$ cat src/rtl/pipe_stage_fifo.sv
// pipe_stage_fifo: elastic buffer between two WIDTH-bit pipeline stages.
// Valid/ready on both sides, first-word-fall-through read, synchronous
// flush for pipeline squash, and an occupancy count for hazard logic.
// Full/empty are decided from the occupancy count alone, so the pointers
// are free to wrap silently.
module pipe_stage_fifo #(
  parameter int WIDTH = 16,
  parameter int DEPTH = 4,
  parameter int AW    = 2
) (
  input  logic             clk,
  input  logic             rst,
  input  logic             flush,
  input  logic             in_valid,
  output logic             in_ready,
  input  logic [WIDTH-1:0] in_word,
  output logic             out_valid,
  input  logic             out_ready,
  output logic [WIDTH-1:0] out_word,
  output logic [AW:0]      count
);

  localparam logic [AW:0] FULL_COUNT = (AW + 1)'(DEPTH);
  localparam logic [AW:0] ZERO_COUNT = (AW + 1)'(0);

  logic [WIDTH-1:0] mem [DEPTH];
  logic [AW-1:0]    wr_ptr;
  logic [AW-1:0]    rd_ptr;
  logic             push;
  logic             pop;
  logic [AW:0]      count_next;

  // Handshake qualification; in_ready depends only on stored state, never on out_ready.
  always_comb begin
    in_ready  = (count != FULL_COUNT);
    out_valid = (count != ZERO_COUNT);
    push      = in_valid && in_ready;
    pop       = out_valid && out_ready;
  end

  // First-word-fall-through read of the oldest entry; zero while empty.
  always_comb begin
    if (out_valid) begin
      out_word = mem[rd_ptr];
    end else begin
      out_word = {WIDTH{1'b0}};
    end
  end

  // Occupancy change for this edge: simultaneous push and pop cancel out.
  always_comb begin
    case ({push, pop})
      2'b10:   count_next = count + (AW + 1)'(1);
      2'b01:   count_next = count - (AW + 1)'(1);
      2'b11:   count_next = count;
      2'b00:   count_next = count;
      default: count_next = count;
    endcase
  end

  // Pointer and occupancy registers; reset outranks flush, both discard everything.
  always_ff @(posedge clk) begin
    if (rst) begin
      wr_ptr <= {AW{1'b0}};
      rd_ptr <= {AW{1'b0}};
      count  <= ZERO_COUNT;
    end else if (flush) begin
      wr_ptr <= {AW{1'b0}};
      rd_ptr <= {AW{1'b0}};
      count  <= ZERO_COUNT;
    end else begin
      if (push) begin
        wr_ptr <= wr_ptr + AW'(1);
      end
      if (pop) begin
        rd_ptr <= rd_ptr + AW'(1);
      end
      count <= count_next;
    end
  end

  // Storage write; contents need no reset because count gates visibility.
  always_ff @(posedge clk) begin
    if (push && !rst && !flush) begin
      mem[wr_ptr] <= in_word;
    end
  end

endmodule

$ cat config.mk
export PLATFORM = sky130hd
export DESIGN_NAME = pipe_stage_fifo
export DESIGN_NICKNAME = d
export VERILOG_FILES = /design/src/rtl/pipe_stage_fifo.sv
export SDC_FILE = /design/constraint.sdc
export NUM_CORES = 1
export LEC_CHECK = 0
export ABC_AREA = 1
export CORE_MARGIN = 3
export CORE_UTILIZATION = 33
export DETAILED_ROUTE_END_ITERATION = 7
export HOLD_SLACK_MARGIN = 0.02
export PLACE_DENSITY = 0.61
export SETUP_SLACK_MARGIN = 0.02
export SYNTH_ARGS = -nofsm -noshare
export SYNTH_HDL_FRONTEND = slang
export SYNTH_SLANG_ARGS = --single-unit
$ cat constraint.sdc
create_clock -name clk -period 2.4 [get_ports clk]
set_input_delay 0.36 -clock clk [delete_from_list [all_inputs] [get_ports clk]]
set_output_delay 0.36 -clock clk [all_outputs]
set_load 0.01 [all_outputs]
==> flow_metrics.tcl, run 1 <==
set metrics [dict create \
    synth_area_per_cell_um2 11.3 \
    crit_buf_inv 3 \
    clockRootBuffer "clkbuf_8" \
    crit_path_frequent_cell "nand2_1" \
    finalSetupTns_ns 0 \
    crit_path_max_incr_delay_ns 0.57 \
    synth.distinct_cells 26 \
    drtIter0Drc 90 \
    synth_fp_nets 302 \
    netlist_area_mm2 0.00310 \
    cp-end-kind "output port" \
    dpl.hpwl_mm 3.78 \
    worstPathCellList "buf_12 -> inv_16 -> nand2_1 -> nand2_1 -> nand2_1 -> a21oi_1 -> clkdlybuf4s50_1" \
    antenna_found_initial 0 \
    ir_drop_mv 0.286 \
    numCtsBuffers 9 \
    rr_endpoint "count[2]" \
    grt_pass1_vias 1953 \
    leakage_uw 0.00154 \
    cts.sinks 73 \
    fp.dieW_um 103 \
    cp_data_arrival_time_ns 1.94 \
    drt-total-wl_mm 6.18 \
    portBuffers 41 \
    drive_gt1_share_pct 12.7 \
    clk_pin_slew_ns 0.08 \
    track_usage_pct 12.6 \
    nets 354 \
    powerDensity_mw_per_mm2 694 \
    wl_per_cell_um 14.0 \
    ff2ff_setup_slack_ns 0.46 \
    vias_per_cell 4.63 \
    grt.overflow.total 0 \
    crit_family "buffers and inverters" \
    die_area_mm2 0.0106 \
    hold_class "reg -> reg" \
    gp_congestion 0.807 \
    clockBufferDepth 2 \
    setup_violations 0 \
    status "complete, no violations" \
    synth-seq-cells 73 \
    initial_utilization_pct 34.7 \
    tightestPinTransition_ns 0.245 \
    die_y_um 103 \
    slew_violations 0 \
    grt_max_degree 34 \
    row_count 34 \
    synthesis.instances 275 \
    syn2layout_area_growth_pct 25.2 \
    clkLatencyLatePin_ns 0.34 \
    start_kind "flip-flop" \
    htreeDepth 3 \
    crit_slowest_cell "clkdlybuf4s50_1" \
    holdPathStages 2 \
    whs_ns 0.510 \
    relSlewSlack_pct 83.7 \
    fillers 839 \
    holdPathEnd "rd_ptr[0]" \
    drcViolationCount 0 \
    num_io_pins 42 \
    antenna_left 0 \
    cts-hold-fix-buffers 0 \
    finalCritPeriodShare_pct 95.7 \
    num_antenna_cells 0 \
    dr.pass1.iters 4 \
    worstPathMaxFanout 33 \
    max_cap_viol_count 0 \
    period_minus_slack_ns 2.30 \
    cp_num_cells 7 \
    rsz0062_at_grt "yes" \
    worstRegToRegCells 12 \
    path_class "reg -> out" \
    core_mm2 0.00893 \
    ys_warn_count 0 \
    worstPathRequired_ns 2.04 \
    hold_viol 0 \
    max_freq_ghz 0.435 \
    timing.rr.start "count[1]" \
    synth.yosys.seq_area_share_pct 67.7 \
    grt_pass1_wl_mm 9.85 \
    vias 2036 \
    cts_tree "yes" \
    fin_worst_skew_ns 0.00811 \
    min_from "rd_ptr[0]" \
]
==> layer usage <==
layer	wire, µm	share of wire, %	global-route usage (%)
met3	272	4.4	3.65
met1	2750	45	16.0
met2	3030	49	19.7
met5	0	0	0
met4	127	2.1	6.08
==> where the power goes <==
| group | total, µW | internal (µW) | switching (µW) |
|---|---|---|---|
| clock network | 1050 | 585 | 463 |
| logic | 244 | 112 | 132 |
| registers | 1400 | 1400 | 7.90 |
| total | 2700 | 2090 | 602 |
==> per-stage QoR <==
step	setup WS [ns]	utilization, %	cell area, µm²	power (µW)	std cells
after detailed placement	0.278	40.8	3640	1680	424
after floorplan	0.492	-	3100	1550	275
after global routing	0.0111	43.5	3890	2780	440
final	0.103	43.5	3890	2700	440
after global placement	0.389	40.8	3640	1670	424
after CTS	0.0622	43.3	3860	2720	440
==> synthesized netlist by cell type, drive strengths merged <==
master / instances / share of area [%]
inv: 18 / 2.4
fa: 1 / 0.64
clkbuf: 3 / 0.64
ha: 5 / 2.0
nand2: 75 / 9.6
a21oi: 22 / 3.5
edfxtp: 64 / 62
buf: 8 / 3.1
o21ai: 18 / 2.9
dfxtp: 9 / 5.8
nand3b: 1 / 0.24
nand3: 6 / 1.5
nor2: 44 / 5.4
nand4: 1 / 0.20
==> how the worst max path moves through the flow <==
stage,slack (ns),endpoint,start
CTS,0.06,out_word[10],flip-flop
detailed placement,0.28,count[2],out_ready
global placement,0.39,count[2],out_ready
floorplan,0.49,count[2],count[1]
global route,0.01,out_word[1],flip-flop
finish,0.10,out_word[13],flip-flop
==> kinds of logic (layout without fill, tap and decap cells) <==
group                    Yosys count  count (layout)  share of synthesized area, %
AND/OR/NAND/NOR                  127             127                          17.0
AO/OA/AOI/OAI                     40              40                          6.45
adder cells (fa/ha/maj)            6               6                          2.66
flip-flops                        73              73                          67.7
buffers and inverters             29              86                          6.17
==> layout make-up <==
| cell class | instances | area [µm²] | share of cell area [%] |
|---|---|---|---|
| timing repair buffer | 52 | 531 | 13.6 |
| sequential | 73 | 2100 | 54.1 |
| multi-input combinational | 173 | 815 | 21.0 |
| clock buffer | 9 | 124 | 3.19 |
| clock inverter | 7 | 95.1 | 2.45 |
| inverter | 18 | 86.3 | 2.22 |
| tap | 108 | 135 | 3.48 |
==> flip-flops by register name (all words and copies together), names as in the netlist, named ones only <==
| register | cells |
|---|---|
| mem | 64 |
| rd_ptr | 2 |
| count | 3 |
| wr_ptr | 2 |
==> worst min-delay path, cell delays in order, from the launching register on <==
cell and delay [ns]:
dfxtp_1 0.34, a21oi_1 0.06, nor2_1 0.08
==> cells in the final DEF (no fill, tap or decap) <==
cell	Yosys	layout
nand2_1	68	68
buf_4	1	9
inv_4	0	1
clkbuf_8	0	9
nand3_1	4	4
clkdlybuf4s50_1	0	36
nand2_2	7	7
ha_1	5	5
clkinvlp_4	0	1
nor2_1	43	43
buf_12	1	2
nand4_1	1	1
dfxtp_1	9	9
nor2_2	1	1
bufinv_16	0	2
inv_2	3	2
fa_1	1	1
a21oi_1	22	21
inv_1	14	14
a21oi_2	0	1
nand3_2	1	1
nand3b_1	1	1
nand3_4	1	1
edfxtp_1	64	64
dlymetal6s2s_1	0	5
inv_16	0	1
o21ai_1	14	14
clkinv_2	0	2
o21ai_0	4	4
clkinv_4	0	2
==> timing repair <==
item                       CTS  global route
setup endpoints to repair    1            10
resized for setup            1             9
pin swaps                    0             0
buffers inserted             0             0
Power figures use the tool's default switching activity.
==> inputs of run 2 (changes only) <==
--- a/config.mk
+++ b/config.mk
@@ -11,7 +11,9 @@
 export DETAILED_ROUTE_END_ITERATION = 7
 export HOLD_SLACK_MARGIN = 0.02
 export PLACE_DENSITY = 0.61
+export RECOVER_POWER = 25
 export SETUP_SLACK_MARGIN = 0.02
 export SYNTH_ARGS = -nofsm -noshare
 export SYNTH_HDL_FRONTEND = slang
 export SYNTH_SLANG_ARGS = --single-unit
+export TNS_END_PERCENT = 5
==> constraint.sdc (replaced) <==
create_clock -name clk -period 2.7 [get_ports clk]
set_input_delay 0.405 -clock clk [delete_from_list [all_inputs] [get_ports clk]]
set_output_delay 0.405 -clock clk [all_outputs]
set_load 0.01 [all_outputs]
==> run 2 against run 1 <==
Cell count down 0.68%; cell area down 2.4%; hold slack worse by 0.015 ns.
==> flow_metrics.tcl, run 2 (same netlist as run 1, synthesis figures left out) <==
set metrics [dict create \
    status "complete, no violations" \
    cts_setup_buffers 0 \
    seq_power_share_pct 54.2 \
    hold_viol 0 \
    dpl.hpwl_mm 3.98 \
    tightestPinTransition_ns 0.451 \
    clk_pin_slew_ns 0.07 \
    die_area_mm2 0.0106 \
    swShare_pct 21.4 \
    max_freq_ghz 0.409 \
    numCtsBuffers 9 \
    nets 351 \
    drive_gt1_share_pct 10.9 \
    cts_tree "yes" \
    worstPathRequired_ns 2.30 \
    cp-end-kind "output port" \
    path_class "reg -> out" \
    setup_violations 0 \
    core_mm2 0.00893 \
    gp_congestion 0.792 \
    layout_commonest_cell "nand2_1" \
    powerDensity_mw_per_mm2 607 \
    track_usage_pct 12.2 \
    place_area_mm2 0.00359 \
    row_count 34 \
    finalCritPeriodShare_pct 90.6 \
    final_area_mm2 0.00379 \
    max_cap_viol_count 0 \
    grt_pass1_wl_mm 9.81 \
    mostFrequentLayoutCells "nand2_1 (68), edfxtp_1 (64), nor2_1 (43), clkdlybuf4s50_1 (30), a21oi_1 (22)" \
    period_minus_slack_ns 2.45 \
    portBuffers 41 \
    timing.rr.start "count[1]" \
    grt.overflow.total 0 \
    clkLatencyLatePin_ns 0.34 \
    worstRegToRegCells 13 \
    hold_class "reg -> reg" \
    switchingPower_uw 492 \
    finalSetupTns_ns 0 \
    clockRootBuffer "clkbuf_8" \
    dr.pass1.iters 6 \
    worstPathMaxFanout 32 \
    total_power_uw 2300 \
    htreeDepth 3 \
    reg_top3 "mem (64), count (3)" \
    grt_max_degree 33 \
    ir_drop_mv 0.238 \
    start_kind "flip-flop" \
    syn2layout_area_growth_pct 22.2 \
    holdPathEnd "rd_ptr[0]" \
    vias 2030 \
    pwr-share-clk_pct 36.8 \
    ff2ff_setup_slack_ns 0.72 \
    cp_data_arrival_time_ns 2.04 \
    drt-total-wl_mm 6.11 \
    clockBufferDepth 2 \
    fin_worst_skew_ns 0.00707 \
    slew_violations 0 \
    rsz0062_at_grt "no" \
    fin_util_pct 42.5 \
    drtIter0Drc 131 \
    min_from "rd_ptr[0]" \
    intPower_uw 1810 \
    rr_endpoint "count[2]" \
    cts-hold-fix-buffers 0 \
    num_antenna_cells 0 \
    largest_register_ffs 64 \
    power_frac_comb_pct 9.0 \
    drcViolationCount 0 \
    antenna_found_initial 0 \
    holdPathStages 2 \
    leakage_uw 0.00142 \
    wl_per_cell_um 14.0 \
    post_cts_resize_count 0 \
    die_y_um 103 \
    fp.dieW_um 103 \
    cts.sinks 73 \
    antenna_left 0 \
    grt_pass1_vias 2012 \
    vias_per_cell 4.65 \
    largest_register "mem" \
    num_io_pins 42 \
    relSlewSlack_pct 69.8 \
    initial_utilization_pct 34.7 \
]
run 2: cell type report:
class                           count  area [µm²]
Clock buffer                       13         159
Fill cell                         843        5140
Inverter                           18        75.1
Multi-Input combinational cell    173         811
Clock inverter                      3        40.0
Timing Repair Buffer               49         470
Sequential cell                    73        2100
Tap cell                          108         135
run 2: worst max-delay path by stage:
stage	cells after the start	start	slack [ns]	to
floorplan	14	count[1]	0.79	count[2]
global placement	5	rst	0.50	mem[3][1]
detailed placement	5	rst	0.45	mem[3][1]
CTS	7	flip-flop	0.21	out_word[6]
global route	7	flip-flop	0.10	out_word[6]
finish	7	flip-flop	0.25	out_word[13]
run 2: power groups by stage:
stage	combinational [µW]	sequential [µW]	clock [µW]
6_report	207	1250	847
5_1_grt	229	1250	911
3_3_place_gp	212	1270	0
4_1_cts	214	1250	867
3_5_place_dp	214	1270	0
2_1_floorplan	105	1270	0
run 2: per-stage QoR:
stage / std cells / hold WS (ns) / setup WS [ns]
finish: 437 / 0.495 / 0.254
global route: 437 / 0.547 / 0.100
detailed placement: 421 / 0.477 / 0.447
global placement: 421 / 0.470 / 0.504
CTS: 437 / 0.495 / 0.210
floorplan: 275 / 0.448 / 0.792
run 2: per-layer routing:
layer | track usage [%] | share of wire, % | vias to the layer above
met1 | 16.5 | 47 | 961
met3 | 2.77 | 4.3 | 11
li1 | - | - | 1020
met2 | 18.4 | 47 | 38
met4 | 6.57 | 2.0 | 0
met5 | 0 | 0 | -
run 2: worst max-delay path, cell delays in order (launching register included):
cell	delay, ns
dfxtp_1	0.31
buf_4	0.21
inv_8	0.20
nand2_1	0.08
nand2_1	0.06
nand2_1	0.04
a21oi_1	0.20
clkdlybuf4s50_1	0.57
